--- src/rtl/pattern_scan_ctrl_if.sv ---
// Word-level scan handshake plus bit-serial output bundle for pattern_scan_ctrl.
// The master drives the start request and the word/pattern/overlap operands.
// The slave (the controller) drives status, the serial stream and the results.
interface pattern_scan_ctrl_if #(
    parameter int WORD_W = 16,
    parameter int PAT_W  = 4,
    parameter int CNT_W  = 5,
    parameter int IDX_W  = 4
);
    logic              start;
    logic [WORD_W-1:0] word;
    logic [PAT_W-1:0]  pattern;
    logic              overlap;
    logic              busy;
    logic              done;
    logic              bit_out;
    logic              bit_vld;
    logic [CNT_W-1:0]  match_cnt;
    logic              found;
    logic [IDX_W-1:0]  first_idx;

    modport master (
        output start, word, pattern, overlap,
        input  busy, done, bit_out, bit_vld, match_cnt, found, first_idx
    );

    modport slave (
        input  start, word, pattern, overlap,
        output busy, done, bit_out, bit_vld, match_cnt, found, first_idx
    );
endinterface

--- src/rtl/pattern_scan_ctrl.sv ---
// Serialises a captured word MSB-first and counts shift-window pattern matches.
// Latency: start accepted at E0, bit k valid after Ek, done WORD_W+1 cycles after start.
// No backpressure: the stream runs without bubbles; start is ignored (not queued) while busy.
module pattern_scan_ctrl #(
    parameter int WORD_W = 16,
    parameter int PAT_W  = 4,
    parameter int CNT_W  = 5,
    parameter int IDX_W  = 4
) (
    input  logic                clk,
    input  logic                rst,
    pattern_scan_ctrl_if.slave  scan
);
    localparam int FILL_W = $clog2(PAT_W + 1);
    localparam logic [FILL_W-1:0] FILL_FULL = FILL_W'(PAT_W);
    localparam logic [IDX_W-1:0]  IDX_LAST  = IDX_W'(WORD_W - 1);

    typedef enum logic [1:0] {
        S_IDLE  = 2'd0,
        S_SHIFT = 2'd1,
        S_DONE  = 2'd2
    } state_t;

    state_t state;
    state_t state_nxt;

    // Remaining word bits, next bit to present always sits at the MSB.
    logic [WORD_W-1:0] word_sr;
    logic [PAT_W-1:0]  pat_q;
    logic              ovl_q;
    logic [PAT_W-1:0]  win;
    logic [FILL_W-1:0] fill;
    logic [IDX_W-1:0]  idx;
    logic              bit_q;
    logic [CNT_W-1:0]  cnt_q;
    logic              found_q;
    logic [IDX_W-1:0]  first_q;

    logic [PAT_W-1:0]  win_nxt;
    logic [FILL_W-1:0] fill_nxt;
    logic              hit;
    logic              last_bit;
    logic              busy_c;
    logic              done_c;
    logic              vld_c;

    // Window/fill look-ahead for the bit being consumed on this edge.
    always_comb begin
        win_nxt  = {win[PAT_W-2:0], bit_q};
        fill_nxt = (fill == FILL_FULL) ? FILL_FULL : fill + 1'b1;
        hit      = (state == S_SHIFT) && (fill_nxt == FILL_FULL) && (win_nxt == pat_q);
        last_bit = (idx == IDX_LAST);
    end

    // State register.
    always_ff @(posedge clk) begin
        if (rst) begin
            state <= S_IDLE;
        end else begin
            state <= state_nxt;
        end
    end

    // Next-state and status decode; outputs depend only on the state flop.
    always_comb begin
        state_nxt = state;
        busy_c    = 1'b0;
        done_c    = 1'b0;
        vld_c     = 1'b0;
        case (state)
            S_IDLE: begin
                if (scan.start) begin
                    state_nxt = S_SHIFT;
                end
            end
            S_SHIFT: begin
                busy_c = 1'b1;
                vld_c  = 1'b1;
                if (last_bit) begin
                    state_nxt = S_DONE;
                end
            end
            S_DONE: begin
                busy_c    = 1'b1;
                done_c    = 1'b1;
                state_nxt = S_IDLE;
            end
            default: begin
                state_nxt = S_IDLE;
            end
        endcase
    end

    // Operand capture, serialisation and match accounting.
    always_ff @(posedge clk) begin
        if (rst) begin
            word_sr <= '0;
            pat_q   <= '0;
            ovl_q   <= 1'b0;
            win     <= '0;
            fill    <= '0;
            idx     <= '0;
            bit_q   <= 1'b0;
            cnt_q   <= '0;
            found_q <= 1'b0;
            first_q <= '0;
        end else begin
            case (state)
                S_IDLE: begin
                    if (scan.start) begin
                        bit_q   <= scan.word[WORD_W-1];
                        word_sr <= scan.word << 1;
                        pat_q   <= scan.pattern;
                        ovl_q   <= scan.overlap;
                        win     <= '0;
                        fill    <= '0;
                        idx     <= '0;
                        cnt_q   <= '0;
                        found_q <= 1'b0;
                        first_q <= '0;
                    end
                end
                S_SHIFT: begin
                    win     <= win_nxt;
                    // Non-overlapping mode discards the window contents after a hit.
                    fill    <= (hit && !ovl_q) ? '0 : fill_nxt;
                    idx     <= idx + 1'b1;
                    word_sr <= word_sr << 1;
                    bit_q   <= last_bit ? 1'b0 : word_sr[WORD_W-1];
                    if (hit) begin
                        if (cnt_q != '1) begin
                            cnt_q <= cnt_q + 1'b1;
                        end
                        if (!found_q) begin
                            found_q <= 1'b1;
                            first_q <= idx;
                        end
                    end
                end
                default: begin
                end
            endcase
        end
    end

    assign scan.busy      = busy_c;
    assign scan.done      = done_c;
    assign scan.bit_vld   = vld_c;
    assign scan.bit_out   = bit_q;
    assign scan.match_cnt = cnt_q;
    assign scan.found     = found_q;
    assign scan.first_idx = first_q;
endmodule

--- src/flat_wrapper.sv ---
// flat-port wrapper written by rule: the top's interface ports become plain ports
module pattern_scan_ctrl_flat 
#(
    parameter int WORD_W = 16,
    parameter int PAT_W  = 4,
    parameter int CNT_W  = 5,
    parameter int IDX_W  = 4
)
  (clk, rst, scan_start, scan_word, scan_pattern, scan_overlap, scan_busy, scan_done, scan_bit_out, scan_bit_vld, scan_match_cnt, scan_found, scan_first_idx);
  pattern_scan_ctrl_if #(.WORD_W(WORD_W), .PAT_W(PAT_W), .CNT_W(CNT_W), .IDX_W(IDX_W)) scan_i ();
  input  logic clk;
  input  logic rst;
  input wire logic [$bits(scan_i.start)-1:0] scan_start;
  input wire logic [$bits(scan_i.word)-1:0] scan_word;
  input wire logic [$bits(scan_i.pattern)-1:0] scan_pattern;
  input wire logic [$bits(scan_i.overlap)-1:0] scan_overlap;
  output wire logic [$bits(scan_i.busy)-1:0] scan_busy;
  output wire logic [$bits(scan_i.done)-1:0] scan_done;
  output wire logic [$bits(scan_i.bit_out)-1:0] scan_bit_out;
  output wire logic [$bits(scan_i.bit_vld)-1:0] scan_bit_vld;
  output wire logic [$bits(scan_i.match_cnt)-1:0] scan_match_cnt;
  output wire logic [$bits(scan_i.found)-1:0] scan_found;
  output wire logic [$bits(scan_i.first_idx)-1:0] scan_first_idx;
  assign scan_i.start = scan_start;
  assign scan_i.word = scan_word;
  assign scan_i.pattern = scan_pattern;
  assign scan_i.overlap = scan_overlap;
  assign scan_busy = scan_i.busy;
  assign scan_done = scan_i.done;
  assign scan_bit_out = scan_i.bit_out;
  assign scan_bit_vld = scan_i.bit_vld;
  assign scan_match_cnt = scan_i.match_cnt;
  assign scan_found = scan_i.found;
  assign scan_first_idx = scan_i.first_idx;
  pattern_scan_ctrl #(.WORD_W(WORD_W), .PAT_W(PAT_W), .CNT_W(CNT_W), .IDX_W(IDX_W)) u_core (.clk(clk), .rst(rst), .scan(scan_i));
endmodule
--- config.mk ---
export PLATFORM = sky130hd
export DESIGN_NAME = pattern_scan_ctrl_flat
export DESIGN_NICKNAME = d
export VERILOG_FILES = /design/src/rtl/pattern_scan_ctrl_if.sv /design/src/rtl/pattern_scan_ctrl.sv /design/src/flat_wrapper.sv
export SDC_FILE = /design/constraint.sdc
export NUM_CORES = 1
export LEC_CHECK = 0
export ABC_AREA = 1
export CORE_MARGIN = 4
export CORE_UTILIZATION = 45
export DETAILED_ROUTE_END_ITERATION = 12
export GPL_TIMING_DRIVEN = 0
export PLACE_DENSITY = 0.7
export SYNTH_ARGS = -nofsm -noshare
export SYNTH_HDL_FRONTEND = slang
export SYNTH_SLANG_ARGS = --single-unit
--- constraint.sdc ---
create_clock -name clk -period 4.6 [get_ports clk]
set_clock_uncertainty 0.15 [all_clocks]
set_input_delay 0.46 -clock clk [delete_from_list [all_inputs] [get_ports clk]]
set_output_delay 0.46 -clock clk [all_outputs]
set_load 0.02 [all_outputs]
==> impl_metrics.csv <==
group,metric,value,unit
run_status,status,"complete, no violations",
logic_synthesis,synth.cell_area,0.00203,mm²
sta,finalCritPeriodShare,48.0,%
route,vias,1924,
worst_setup_path,crit_type,"register to output pin",
clocking,cts_sinks,43,
worst_setup_path,reg2reg_from,"u_core.state[1]$_SDFFE_PP0P_",
clocking,post_cts_resized,0,
route,drc,0,
logic_synthesis,ys_warn_count,0,
power,p_total,0.866,mW
placed_design,globalplace.congestion,0.820,
worst_setup_path,r2r_end,"u_core.scan.first_idx[2]$_SDFFE_PP0P_",
grt,groute.usage.overall,17.5,%
power,p_clk_share,26.9,%
sta,tightest_slew,528,ps
die,die_area,0.00565,mm²
worst_setup_path,cp_max_fo,3,
power,vdd.ir_drop.worst,0.000197,V
die,die_h,75.2,µm
min_path,hp-start,"u_core.scan.first_idx[3]$_SDFFE_PP0P_",
grt,grt_max_degree,13,
clocking,insertion_delay,290,ps
logic_synthesis,synth_cells,282,
final_layout,final_nets,358,
clocking,cts_tree,"built",
worst_setup_path,cp_data_arrival_time,1600,ps
power,p_leak,0.981,nW
die,die_w,75.2,µm
power,p_int,0.593,mW
sta,finalSetupViolCount,0,
power,swShare,31.5,%
logic_synthesis,synth-seq-cells,43,
die,placeableCoreArea,0.00435,mm²
placed_design,io_buffers,37,
sta,fin_tns_setup,0,ps
placed_design,dpl_cell_area,0.00246,mm²
die,rows,24,
clocking,clockBufferDepth,2,
clocking,h-tree-depth,2,
final_layout,multi_input_area,0.00100,mm²
final_layout,post-route-util,58.5,%
route,finalWirelength,4580,µm
final_layout,regArea,861,µm²
final_layout,final_cell_area,0.00255,mm²
clocking,cts_hold_buf,0,
sta,fmax,453,MHz
route,drtPass1Iterations,4,
worst_setup_path,r2r_slack,2590,ps
min_path,hold_path.class,"register to register",
logic_synthesis,syn_area_per_cell,7.20,µm²
final_layout,drive_above_1_share,6.42,%
power,p_seq_share,48.7,%
logic_synthesis,mappedNetlistNets,314,
route,wl_per_cell,12.1,µm
sta,rsz0062_at_grt,"no",
clocking,clk_pin_slew,80,ps
route,viasPerCell,5.08,
worst_setup_path,cp.required,3990,ps
route,drtIter0Drc,86,
worst_setup_path,r2r_cells,12,
logic_synthesis,ys_seq_area_share,42.4,%
clocking,cts_root_buf,"clkbuf_8",
power,comb_power_share,24.4,%
die,start_util,46.6,%
logic_synthesis,netlist-cell-type-count,27,
power,p_sw,0.272,mW
min_path,hold_path_end,"u_core.scan.first_idx[3]$_SDFFE_PP0P_",
min_path,holdPathStages,2,
clocking,numCtsBuffers,5,
final_layout,antenna_cells,0,
grt,grt_pass1_wl,7540,µm
placed_design,hpwl,3380,µm
sta,hold_viol,0,
power,power_density,340,mW/mm²
sta,min_period,2210,ps
sta,drv_slew,0,
grt,grt_overflow,0,
sta,whs,317,ps
route,antenna_left,0,
final_layout,area_growth_syn_to_layout,25.5,%
clocking,cts_setup_buffers,0,
grt,grt_pass1_vias,1682,
die,boundaryPins,38,
sta,relSlewSlack,64.8,%
job,maxCapViolations,0,
worst_setup_path,worst_setup_path_end_kind,"output pin",
worst_setup_path,critPathLaunchType,"register",
final_layout,nFillCells,445,
grt,antenna_found_initial,0,
-- cell usage in the layout (no fill, tap or decap), types with 3 or more instances in the layout --
cell type | Yosys | layout
nand2_1 | 95 | 95
dfxtp_1 | 43 | 43
clkdlybuf4s50_1 | 0 | 37
a21oi_1 | 27 | 27
inv_1 | 25 | 25
a31oi_1 | 14 | 14
nor2_1 | 12 | 12
nand3_1 | 12 | 12
o21ai_0 | 11 | 11
ha_1 | 8 | 8
clkbuf_1 | 5 | 7
nand4_1 | 6 | 6
clkbuf_8 | 0 | 5
buf_4 | 4 | 4
and3_1 | 3 | 3
-- worst max path at each step --
stage / end / start / depth (start not counted) / slack (ps)
after floorplan: u_core.scan.bit_out$_SDFFE_PP0P_ / u_core.state[1]$_SDFFE_PP0P_ / 9 / 2710
after global placement: u_core.scan.match_cnt[4]$_SDFFE_PP0P_ / rst / 4 / 2450
after detailed placement: u_core.scan.bit_out$_SDFFE_PP0P_ / rst / 4 / 2460
after CTS: scan_busy / u_core.state[0]$_SDFFE_PP0P_ / 3 / 2370
after global routing: u_core.scan.first_idx[2]$_SDFFE_PP0P_ / u_core.state[1]$_SDFFE_PP0P_ / 12 / 2320
final: scan_busy / u_core.state[0]$_SDFFE_PP0P_ / 3 / 2390
-- layout make-up --
cell class	instances	share of cell area [%]
Multi-Input combinational cell	200	39.4
Sequential cell	43	33.8
Timing Repair Buffer	37	14.5
Inverter	27	4.08
Clock buffer	7	3.00
Tap cell	52	2.56
Buffer	12	2.46
Clock inverter	1	0.197
-- worst max-delay path, cell delays in order (launching register included) --
cell and delay, ps:
dfxtp_1 360, inv_1 70, ha_1 270, clkdlybuf4s50_1 600
-- flip-flops by register name (all words and copies together), names as in the netlist --
name / count
u_core.scan.match_cnt: 5
u_core.pat_q: 4
u_core.scan.first_idx: 4
u_core.ovl_q: 1
u_core.scan.found: 1
u_core.win: 3
u_core.state: 2
u_core.idx: 4
u_core.word_sr: 15
u_core.scan.bit_out: 1
u_core.fill: 3
-- cell families (layout without fill, tap and decap cells) --
group | after synthesis | in the layout | share of synthesized area (%)
AO/OA/AOI/OAI | 57 | 57 | 16.5
XOR/XNOR | 1 | 1 | 0.432
adder cells (fa/ha/maj) | 8 | 8 | 4.93
buffers and inverters | 39 | 84 | 8.20
flip-flops | 43 | 43 | 42.4
AND/OR/NAND/NOR | 134 | 134 | 27.5
-- through the flow --
| stage | setup slack, ps | instances |
|---|---|---|
| 2_1_floorplan | 2710 | 282 |
| 3_3_place_gp | 2450 | 371 |
| 3_5_place_dp | 2460 | 371 |
| 4_1_cts | 2370 | 379 |
| 5_1_grt | 2320 | 379 |
| 6_report | 2390 | 379 |
-- cells in the mapped netlist --
cell / count / area [µm²]
nor2_1: 12 / 45.0
nand3_1: 12 / 60.1
or2_2: 2 / 12.5
a31oi_1: 14 / 87.6
a21oi_2: 1 / 8.76
nor2_2: 1 / 6.26
a211oi_1: 1 / 7.51
nand4_1: 6 / 37.5
inv_4: 1 / 6.26
nor2_4: 1 / 11.3
clkbuf_1: 5 / 18.8
a221oi_1: 1 / 8.76
nand2_1: 95 / 357
o21ai_0: 11 / 55.1
inv_1: 25 / 93.8
ha_1: 8 / 100
xor2_1: 1 / 8.76
buf_2: 2 / 10.0
nor3_1: 2 / 10.0
buf_1: 1 / 3.75
dfxtp_1: 43 / 861
o21ai_4: 1 / 16.3
a21oi_1: 27 / 135
buf_4: 4 / 30.0
and3_1: 3 / 18.8
a21oi_4: 1 / 16.3
inv_2: 1 / 3.75
-- metal layers --
layer	up-vias	part of all wire [%]	GRT usage (%)	wire length [µm]
met5	-	0	0	0
met4	0	1.5	5.83	69
met3	6	4.5	4.41	207
met2	35	46	27.6	2110
met1	870	48	23.5	2200
li1	1013	-	-	-
-- power groups by stage --
stage	Sequential, mW	Combinational, mW	Clock [mW]
CTS	0.421	0.212	0.239
detailed placement	0.430	0.212	0
global route	0.425	0.237	0.253
global placement	0.429	0.208	0
finish	0.421	0.211	0.233
floorplan	0.430	0.139	0
Note: power is estimated with default switching activity, not from simulation.
